$ cat src/rtl/arc_octant_plotter_if.sv
// Plot-request bus between a shape sequencer (master) and the arc plotter
// (slave): draw parameters and handshake in, VGA pixel stream out.
interface arc_octant_plotter_if #(
  parameter int XW = 8,
  parameter int YW = 7,
  parameter int RW = 8
);
  logic          start;
  logic          done;
  logic [2:0]    colour;
  logic [XW-1:0] centre_x;
  logic [YW-1:0] centre_y;
  logic [RW-1:0] radius;
  logic [7:0]    octant_mask;
  logic [XW-1:0] clip_xmin;
  logic [XW-1:0] clip_xmax;
  logic [YW-1:0] clip_ymin;
  logic [YW-1:0] clip_ymax;
  logic [XW-1:0] vga_x;
  logic [YW-1:0] vga_y;
  logic [2:0]    vga_colour;
  logic          vga_plot;

  modport master (
    output start, colour, centre_x, centre_y, radius, octant_mask,
           clip_xmin, clip_xmax, clip_ymin, clip_ymax,
    input  done, vga_x, vga_y, vga_colour, vga_plot
  );

  modport slave (
    input  start, colour, centre_x, centre_y, radius, octant_mask,
           clip_xmin, clip_xmax, clip_ymin, clip_ymax,
    output done, vga_x, vga_y, vga_colour, vga_plot
  );
endinterface

$ cat src/rtl/arc_octant_plotter.sv
// Midpoint-circle arc generator: walks one octant step per iteration and
// emits the eight mirrored candidate pixels, gated by an octant mask, the
// screen bounds and a programmable clip rectangle.
module arc_octant_plotter #(
  parameter int XW       = 8,
  parameter int YW       = 7,
  parameter int RW       = 8,
  parameter int SCREEN_W = 160,
  parameter int SCREEN_H = 120
) (
  input  logic                  clk,
  input  logic                  rst,
  arc_octant_plotter_if.slave   bus
);

  // Point arithmetic is done wide enough that centre +/- radius can never
  // wrap, whatever the relative sizes of XW, YW and RW.
  localparam int W = XW + YW + RW + 2;

  localparam logic [1:0] S_IDLE = 2'd0;
  localparam logic [1:0] S_INIT = 2'd1;
  localparam logic [1:0] S_PLOT = 2'd2;
  localparam logic [1:0] S_DONE = 2'd3;

  localparam logic signed [RW+2:0] CRIT_ONE = {{(RW+2){1'b0}}, 1'b1};
  localparam logic signed [RW+1:0] STEP_ONE = {{(RW+1){1'b0}}, 1'b1};

  logic [1:0]             state_q, state_d;
  logic signed [RW+1:0]   ox_q, ox_d, oy_q, oy_d;
  logic signed [RW+2:0]   crit_q, crit_d;
  logic [2:0]             oct_q, oct_d;

  logic [2:0]             colour_q;
  logic [XW-1:0]          cx_q, xmin_q, xmax_q;
  logic [YW-1:0]          cy_q, ymin_q, ymax_q;
  logic [RW-1:0]          radius_q;
  logic [7:0]             mask_q;

  logic [XW-1:0]          vga_x_q;
  logic [YW-1:0]          vga_y_q;
  logic [2:0]             vga_colour_q;
  logic                   vga_plot_q;

  logic signed [W-1:0]    cxs, cys, oxs, oys, px, py;
  logic                   plotHit;
  logic signed [RW+1:0]   oyNext, oxNext;
  logic signed [RW+2:0]   critNext, critStep;

  // Mirror the current (ox, oy) into the active octant and qualify the point.
  always_comb begin
    cxs = $signed({{(W-XW){1'b0}}, cx_q});
    cys = $signed({{(W-YW){1'b0}}, cy_q});
    oxs = $signed({{(W-RW-2){ox_q[RW+1]}}, ox_q});
    oys = $signed({{(W-RW-2){oy_q[RW+1]}}, oy_q});
    px  = cxs + oxs;
    py  = cys + oys;
    case (oct_q)
      3'd0: begin px = cxs + oxs; py = cys + oys; end
      3'd1: begin px = cxs + oys; py = cys + oxs; end
      3'd2: begin px = cxs - oys; py = cys + oxs; end
      3'd3: begin px = cxs - oxs; py = cys + oys; end
      3'd4: begin px = cxs - oxs; py = cys - oys; end
      3'd5: begin px = cxs - oys; py = cys - oxs; end
      3'd6: begin px = cxs + oys; py = cys - oxs; end
      default: begin px = cxs + oxs; py = cys - oys; end
    endcase
    plotHit = mask_q[oct_q]
           && (px >= 0) && (px < W'(SCREEN_W))
           && (py >= 0) && (py < W'(SCREEN_H))
           && (px >= $signed({{(W-XW){1'b0}}, xmin_q}))
           && (px <= $signed({{(W-XW){1'b0}}, xmax_q}))
           && (py >= $signed({{(W-YW){1'b0}}, ymin_q}))
           && (py <= $signed({{(W-YW){1'b0}}, ymax_q}));
  end

  // Midpoint update, always computed from the already-stepped oy/ox.
  always_comb begin
    oyNext = oy_q + STEP_ONE;
    oxNext = ox_q;
    if (crit_q > 0) begin
      oxNext = ox_q - STEP_ONE;
    end
    if (crit_q <= 0) begin
      critStep = {oyNext[RW+1], oyNext};
    end else begin
      critStep = {oyNext[RW+1], oyNext} - {oxNext[RW+1], oxNext};
    end
    critNext = crit_q + critStep + critStep + CRIT_ONE;
  end

  // Sequencing FSM and iteration state.
  always_comb begin
    state_d = state_q;
    ox_d    = ox_q;
    oy_d    = oy_q;
    crit_d  = crit_q;
    oct_d   = oct_q;
    case (state_q)
      S_IDLE: if (bus.start) state_d = S_INIT;
      S_INIT: begin
        ox_d    = $signed({2'b00, radius_q});
        oy_d    = '0;
        crit_d  = CRIT_ONE - $signed({3'b000, radius_q});
        oct_d   = 3'd0;
        state_d = S_PLOT;
      end
      S_PLOT: begin
        oct_d = oct_q + 3'd1;
        if (oct_q == 3'd7) begin
          ox_d   = oxNext;
          oy_d   = oyNext;
          crit_d = critNext;
          if (oyNext > oxNext) state_d = S_DONE;
        end
      end
      default: if (!bus.start) state_d = S_IDLE;
    endcase
  end

  // State registers.
  always_ff @(posedge clk or posedge rst) begin
    if (rst) begin
      state_q <= S_IDLE;
      ox_q    <= '0;
      oy_q    <= '0;
      crit_q  <= '0;
      oct_q   <= '0;
    end else begin
      state_q <= state_d;
      ox_q    <= ox_d;
      oy_q    <= oy_d;
      crit_q  <= crit_d;
      oct_q   <= oct_d;
    end
  end

  // Capture the draw request; later input changes are ignored.
  always_ff @(posedge clk or posedge rst) begin
    if (rst) begin
      colour_q <= '0;
      cx_q     <= '0;
      cy_q     <= '0;
      radius_q <= '0;
      mask_q   <= '0;
      xmin_q   <= '0;
      xmax_q   <= '0;
      ymin_q   <= '0;
      ymax_q   <= '0;
    end else if (state_q == S_IDLE && bus.start) begin
      colour_q <= bus.colour;
      cx_q     <= bus.centre_x;
      cy_q     <= bus.centre_y;
      radius_q <= bus.radius;
      mask_q   <= bus.octant_mask;
      xmin_q   <= bus.clip_xmin;
      xmax_q   <= bus.clip_xmax;
      ymin_q   <= bus.clip_ymin;
      ymax_q   <= bus.clip_ymax;
    end
  end

  // Registered VGA outputs; coordinates follow every PLOT cycle, strobe only when qualified.
  always_ff @(posedge clk or posedge rst) begin
    if (rst) begin
      vga_x_q      <= '0;
      vga_y_q      <= '0;
      vga_colour_q <= '0;
      vga_plot_q   <= 1'b0;
    end else if (state_q == S_PLOT) begin
      vga_x_q      <= px[XW-1:0];
      vga_y_q      <= py[YW-1:0];
      vga_colour_q <= colour_q;
      vga_plot_q   <= plotHit;
    end else begin
      vga_plot_q   <= 1'b0;
    end
  end

  assign bus.done       = (state_q == S_DONE);
  assign bus.vga_x      = vga_x_q;
  assign bus.vga_y      = vga_y_q;
  assign bus.vga_colour = vga_colour_q;
  assign bus.vga_plot   = vga_plot_q;

endmodule
$ cat src/flat_wrapper.sv
// flat-port wrapper written by rule: the top's interface ports become plain ports
module arc_octant_plotter_flat 
#(
  parameter int XW       = 8,
  parameter int YW       = 7,
  parameter int RW       = 8,
  parameter int SCREEN_W = 160,
  parameter int SCREEN_H = 120
)
  (clk, rst, bus_start, bus_colour, bus_centre_x, bus_centre_y, bus_radius, bus_octant_mask, bus_clip_xmin, bus_clip_xmax, bus_clip_ymin, bus_clip_ymax, bus_done, bus_vga_x, bus_vga_y, bus_vga_colour, bus_vga_plot);
  arc_octant_plotter_if #(.XW(XW), .YW(YW), .RW(RW)) bus_i ();
  input  logic clk;
  input  logic rst;
  input wire logic [$bits(bus_i.start)-1:0] bus_start;
  input wire logic [$bits(bus_i.colour)-1:0] bus_colour;
  input wire logic [$bits(bus_i.centre_x)-1:0] bus_centre_x;
  input wire logic [$bits(bus_i.centre_y)-1:0] bus_centre_y;
  input wire logic [$bits(bus_i.radius)-1:0] bus_radius;
  input wire logic [$bits(bus_i.octant_mask)-1:0] bus_octant_mask;
  input wire logic [$bits(bus_i.clip_xmin)-1:0] bus_clip_xmin;
  input wire logic [$bits(bus_i.clip_xmax)-1:0] bus_clip_xmax;
  input wire logic [$bits(bus_i.clip_ymin)-1:0] bus_clip_ymin;
  input wire logic [$bits(bus_i.clip_ymax)-1:0] bus_clip_ymax;
  output wire logic [$bits(bus_i.done)-1:0] bus_done;
  output wire logic [$bits(bus_i.vga_x)-1:0] bus_vga_x;
  output wire logic [$bits(bus_i.vga_y)-1:0] bus_vga_y;
  output wire logic [$bits(bus_i.vga_colour)-1:0] bus_vga_colour;
  output wire logic [$bits(bus_i.vga_plot)-1:0] bus_vga_plot;
  assign bus_i.start = bus_start;
  assign bus_i.colour = bus_colour;
  assign bus_i.centre_x = bus_centre_x;
  assign bus_i.centre_y = bus_centre_y;
  assign bus_i.radius = bus_radius;
  assign bus_i.octant_mask = bus_octant_mask;
  assign bus_i.clip_xmin = bus_clip_xmin;
  assign bus_i.clip_xmax = bus_clip_xmax;
  assign bus_i.clip_ymin = bus_clip_ymin;
  assign bus_i.clip_ymax = bus_clip_ymax;
  assign bus_done = bus_i.done;
  assign bus_vga_x = bus_i.vga_x;
  assign bus_vga_y = bus_i.vga_y;
  assign bus_vga_colour = bus_i.vga_colour;
  assign bus_vga_plot = bus_i.vga_plot;
  arc_octant_plotter #(.XW(XW), .YW(YW), .RW(RW), .SCREEN_W(SCREEN_W), .SCREEN_H(SCREEN_H)) u_core (.clk(clk), .rst(rst), .bus(bus_i));
endmodule
$ cat config.mk
export PLATFORM = sky130hd
export DESIGN_NAME = arc_octant_plotter_flat
export DESIGN_NICKNAME = d
export VERILOG_FILES = /design/src/rtl/arc_octant_plotter_if.sv /design/src/rtl/arc_octant_plotter.sv /design/src/flat_wrapper.sv
export SDC_FILE = /design/constraint.sdc
export NUM_CORES = 1
export LEC_CHECK = 0
export ABC_AREA = 1
export ABC_CLOCK_PERIOD_IN_PS = 10500
export BUFFER_PORTS_ARGS = -buffer_cell sky130_fd_sc_hd__buf_2
export CAP_MARGIN = 25
export CELL_PAD_IN_SITES_DETAIL_PLACEMENT = 1
export CELL_PAD_IN_SITES_GLOBAL_PLACEMENT = 2
export CORE_ASPECT_RATIO = 0.7
export CORE_MARGIN = 2
export CORE_UTILIZATION = 38
export CTS_BUF_LIST = sky130_fd_sc_hd__clkbuf_8
export DETAILED_ROUTE_END_ITERATION = 6
export PLACE_DENSITY = 0.95
export SLEW_MARGIN = 40
export SYNTH_ARGS = -nofsm -noshare
export SYNTH_HDL_FRONTEND = slang
export SYNTH_SLANG_ARGS = --single-unit
$ cat constraint.sdc
create_clock -name clk -period 10.5 [get_ports clk]
set_clock_uncertainty 0.05 [all_clocks]
set_input_delay 1.575 -clock clk [delete_from_list [all_inputs] [get_ports clk]]
set_output_delay 1.575 -clock clk [all_outputs]
set_load 0.01 [all_outputs]
# == Yosys cells after proc, flatten, opt, wreduce, memory -nomap -nowiden ==
# Cells that the tools add are included.
# totals
inputBits,67
register_bits,119
word_cells,99
# op_classes
mux,19
magnitude_cmp,12
n_reduce_logical,20
n_eq_ne,14
addsub,16
# ops
cell,count
$pmux W25 S3,2
$ge A25 B1 Y1 const B,2
$pmux W10 S2,2
$mux W10,3
$ge A25 B8 Y1,1
$ge A25 B9 Y1,1
$le A25 B8 Y1,1
$le A25 B9 Y1,1
$lt A25 B8 Y1 const B,1
$lt A25 B9 Y1 const B,1
$add A11 B11 Y11,2
$add A8 B10 Y11,2
$add A9 B10 Y11,2
$mux W11,2
$pmux W11 S2,1
$sub A8 B10 Y11,2
$sub A9 B10 Y11,2
$eq A3 B3 Y1 const B,4
$reduce_or A2 Y1,6
$add A11 B2 Y11 const B,1
$gt A11 B1 Y1 const B,1
$le A11 B1 Y1 const B,1
$sub A10 B10 Y11,1
$add A10 B2 Y10 const B,1
other kinds (23),38

# == Logic depth before layout (Yosys ltp) ==
# logic_depth
word_depth,13
ltp_mapped,31
ltp_nobuf,31

# == Least setup slack after synthesis ==
# No wires, ideal clock.
# synth_timing
path_kind,reg2reg
from,register u_core.crit_q[1]
to,register u_core.crit_q[10]
t_arrival_ps,3969
required_ps,10373
setup_slack_ps,6404
path_stages_with_launch,25
setup_time_ps,77
path_cell_list,dfrtp_1 nor4_1 nand3_1 nand2_1 inv_1 clkbuf_1 o21ai_0 inv_1 ha_1 nand2_1 o21ai_0 a21oi_1 or2_2 a21oi_1 xor2_1 mux2i_1 ha_1 nand2_1 nor3_1 nand3_1 nand4_1 xor2_1 a21o_1 nand3_1 a21oi_1
# synth_between
elab_chain_cells,9
elab_cells_between_ends,10
classes_between,add/sub: 4; order compare: 2; mux: 4
# synth_rtl
element,line,rtl
from (decl),arc_octant_plotter.sv:30,"logic signed [RW+2:0] crit_q, crit_d;"
from (signal assigned),arc_octant_plotter.sv:132,crit_q <= crit_d;
$gt A11 B1 Y1,arc_octant_plotter.sv:80,if (crit_q > 0) begin
$mux W10,arc_octant_plotter.sv:80,
$sub A10 B10 Y11,arc_octant_plotter.sv:86,"critStep = {oyNext[RW+1], oyNext} - {oxNext[RW+1], oxNext};"
$mux W11,arc_octant_plotter.sv:83,if (crit_q <= 0) begin
$add A11 B11 Y11,arc_octant_plotter.sv:88,critNext = crit_q + critStep + critStep + CRIT_ONE;
$add A11 B11 Y11 (*),arc_octant_plotter.sv:88,
$add A11 B2 Y11 (*),arc_octant_plotter.sv:88,
$mux W11 (*),arc_octant_plotter.sv:109,if (oct_q == 3'd7) begin
$pmux W11 S2 (*),arc_octant_plotter.sv:98,case (state_q)
# Every way passes the cells marked *; elsewhere a longest branch is shown, timed or not. The select of a mux whose other input is x is not followed.
# A chain may end at the register's enable or synchronous reset.

# == Worst setup path in the final report ==
# layout_timing
from,register u_core.crit_q[0]
to,register u_core.crit_q[10]
# The elaborated chain is that of the path after synthesis.

==> summary.txt <==
Clocking
  • Post-CTS Hold Buffers: 0
  • Clk root buf: sky130_fd_sc_hd__clkbuf_8
  • H-tree lvl count: 4
  • Clock Tree Buf Depth: 2
  • TritonCTS clock tree: yes
  • CTS Sinks: 119
  • CTS buffer count: 17
  • Setup Fix Bufs, Post-CTS: 0
  • Clock insertion delay at the later pin of the skew report: 0.46 ns
  • Clock-pin slew on the worst setup and hold paths: 0.08 ns
  • Cts repair resizes: 0

Placement
  • Minimum setup slack after placement: 5.13 ns
  • Global placement routability congestion: 0.938
  • Final HPWL from detailed placement: 22600 µm
  • # port buffers: 86
  • Area after detailed placement: 9570 µm²

Finish
  • Post-route cell area: 9990 µm²
  • Area Overhead vs Synth: 13.2%
  • Commonest non-fill, non-tap cell in the layout: sky130_fd_sc_hd__nand2_1
  • Diodes inserted: 0
  • Top library cells by usage in the layout, fill and taps aside: sky130_fd_sc_hd__nand2_1, sky130_fd_sc_hd__inv_1, sky130_fd_sc_hd__dfrtp_1
  • Layout cells sized above 1: 12.2%
  • Net count of the finished layout: 1475
  • Core Util, Final: 43.9%

Setup path
  • Kind of end point of the critical path: flop
  • Combined buffer and inverter count along the critical path: 2
  • Required @ worst endpoint: 10.84 ns
  • Arrival time reported for the critical path endpoint: 5.80 ns
  • Family of cells with the greatest summed delay on the critical path: simple AND/OR/NAND/NOR gates
  • CP max-delay cell: sky130_fd_sc_hd__nand2_1
  • Largest fanout on the critical path: 21
  • Worst path max stage delay: 0.51 ns
  • Setup CP Type: flop to flop
  • Worst setup slack for register-to-register paths: 5.04 ns
  • Cells along the critical path: nor4_1 -> nand3_1 -> nand2_1 -> inv_1 -> o21ai_0 -> inv_1 -> ha_1 -> nand2_1 -> o21ai_0 -> a221oi_1 -> or2_2 -> a31oi_1 -> ha_1 -> nand2_1 -> nor3_1 -> nand3_1 -> nand4_1 -> xor2_1 -> a21o_1 -> nand3_1 -> a21oi_1
  • Startpoint type of the worst setup path: flop

Logic synthesis
  • Predominant post-synthesis flop cell: sky130_fd_sc_hd__dfrtp_1
  • Number of standard cells after synthesis: 1246
  • Share of the yosys chip area belonging to registers: 33.8%
  • Avg Inst Size Synth: 7.08 µm²
  • Seq cells post-synth: 119
  • Post-synth EDFFs: 0
  • Yosys warning count: 0
  • Cell area after technology mapping: 8820 µm²
  • Synth Net Count: 1395
  • Count of unique library cells instantiated by Yosys: 48
  • Fraction of registers with async set/reset: 100%

Outcome
  • Run status: complete, no violations

STA
  • Transition time of the tightest slew-check pin: 0.743 ns
  • Number of pins with negative max-slew slack in the final report: 0
  • Period Utilization, post-route: 52.0%
  • Unrepaired setup endpoints after global routing: no
  • Setup violations, final: 0
  • Achievable frequency: 183 MHz
  • Post-layout minimum cycle time: 5.46 ns
  • Max-Slew Margin vs Limit: 50.5%
  • Post-route setup TNS: 0 ns
  • Number of hold-slack violations in the final timing report: 0
  • Post-route setup slack: 5.04 ns

Floorplanning
  • Top-level port count: 87
  • Starting utilization of the core area: 38.8%
  • Die Span X: 186 µm
  • Number of rows created at floorplan: 46
  • DIE HEIGHT: 131 µm
  • Core area: 22700 µm²
  • Die outline area: 24500 µm²

Global routing
  • Vias in the first global route: 8735
  • Largest net degree at the start of global routing: 81
  • Global-route wire length before repair: 47700 µm
  • Global-route total usage across every layer: 25.0%
  • Antenna violations before repair: 0
  • Total overflow reported by the global router: 0

Route
  • Final wirelength: 29200 µm
  • Routed Antenna Nets: 0
  • Remaining DRCs: 0
  • Average vias per placed instance: 5.29
  • First drt pass iteration count: 5
  • Count of vias placed by the detailed router: 8732
  • Routed wirelength normalized by instance count: 17.7 µm
  • Initial drt markers: 659

Worst hold path
  • Worst hold path class: flop to flop

Flow run
  • Max-cap violations: 0
==> synthesized netlist by cell type (all sizes together) (4+ instances only) <==
cell type	number	area [µm²]
nand2	380	1460
o2111ai	8	70.1
a31oi	10	62.6
o21a	4	30.0
nor2	88	345
nand3	80	415
a21oi	55	287
xor2	18	158
a221oi	4	35.0
nand4	15	93.8
o22ai	17	106
xnor2	6	52.6
o21ai	114	582
clkbuf	26	97.6
inv	166	628
fa	4	80.1
buf	5	23.8
nor4	5	37.5
or2	7	43.8
nor3	8	40.0
dfrtp	119	2980
ha	78	976
o221ai	6	52.6
==> area by class of cell <==
type                    count  area (µm²)
inverters                 169         646
multi-input cells         927        5080
clock inverters            11         121
flip-flops and latches    119        2980
repair buffers             92         479
well taps                 312         390
clock buffers              21         289
fillers                  2946       12700
==> metal layers <==
layer	routed length [µm]	global-route usage (%)
met5	0	0
met4	169	4.20
met3	1970	4.85
met2	11800	34.7
met1	15200	39.9
==> registers in the layout, summed over array words and instances (netlist names) <==
| register | flops |
|---|---|
| u_core.bus.vga_y | 7 |
| u_core.bus.vga_x | 8 |
| u_core.xmin_q | 8 |
| u_core.oct_q | 3 |
| u_core.ymax_q | 7 |
| u_core.ymin_q | 7 |
| u_core.bus.vga_colour | 3 |
| u_core.crit_q | 11 |
| u_core.bus.vga_plot | 1 |
| u_core.xmax_q | 8 |
| u_core.ox_q | 10 |
| u_core.radius_q | 8 |
| u_core.cy_q | 7 |
| u_core.oy_q | 10 |
| u_core.state_q | 2 |
| u_core.cx_q | 8 |
| u_core.mask_q | 8 |
| u_core.colour_q | 3 |
==> worst paths after layout <==
path                                                from                       end  cells after the start
worst max-delay path                    u_core.crit_q[0]         u_core.crit_q[10]                     21
worst min-delay path            u_core.bus.vga_colour[1]  u_core.bus.vga_colour[1]                      2
worst max register to register          u_core.crit_q[0]         u_core.crit_q[10]                     21
worst min register to register  u_core.bus.vga_colour[1]  u_core.bus.vga_colour[1]                      2
max in group asynchronous                            rst            u_core.cx_q[6]                      3
min in group asynchronous                            rst          u_core.ymin_q[4]                      2
==> per-stage QoR <==
step | hold WS (ns) | std cells
after global placement | 0.404 | 1619
after floorplan | 0.394 | 1246
after CTS | 0.424 | 1651
after detailed placement | 0.404 | 1619
final | 0.423 | 1651
after global routing | 0.455 | 1651
==> worst register-to-register path, delay by kind of cell (launching register included) <==
| kind | cells | cell delay (ns) |
|---|---|---|
| XOR/XNOR | 1 | 0.22 |
| flip-flops | 1 | 0.45 |
| buffers and inverters | 2 | 0.59 |
| adder cells (fa/ha/maj) | 2 | 0.63 |
| AO/OA/AOI/OAI | 6 | 1.56 |
| AND/OR/NAND/NOR | 10 | 1.90 |
==> logic make-up (layout without fill, tap and decap cells) <==
kind of cell             Yosys count  in the layout  synth area share [%]
buffers and inverters            200            293                  8.64
flip-flops                       119            119                  33.8
XOR/XNOR                          24             24                  2.38
AND/OR/NAND/NOR                  588            588                  28.0
adder cells (fa/ha/maj)           82             82                  12.0
multiplexers                       2              2                 0.227
AO/OA/AOI/OAI                    231            231                  15.0
Power is not shown: default switching activity piles up to over one toggle a cycle in this logic, so the estimate is an artifact.
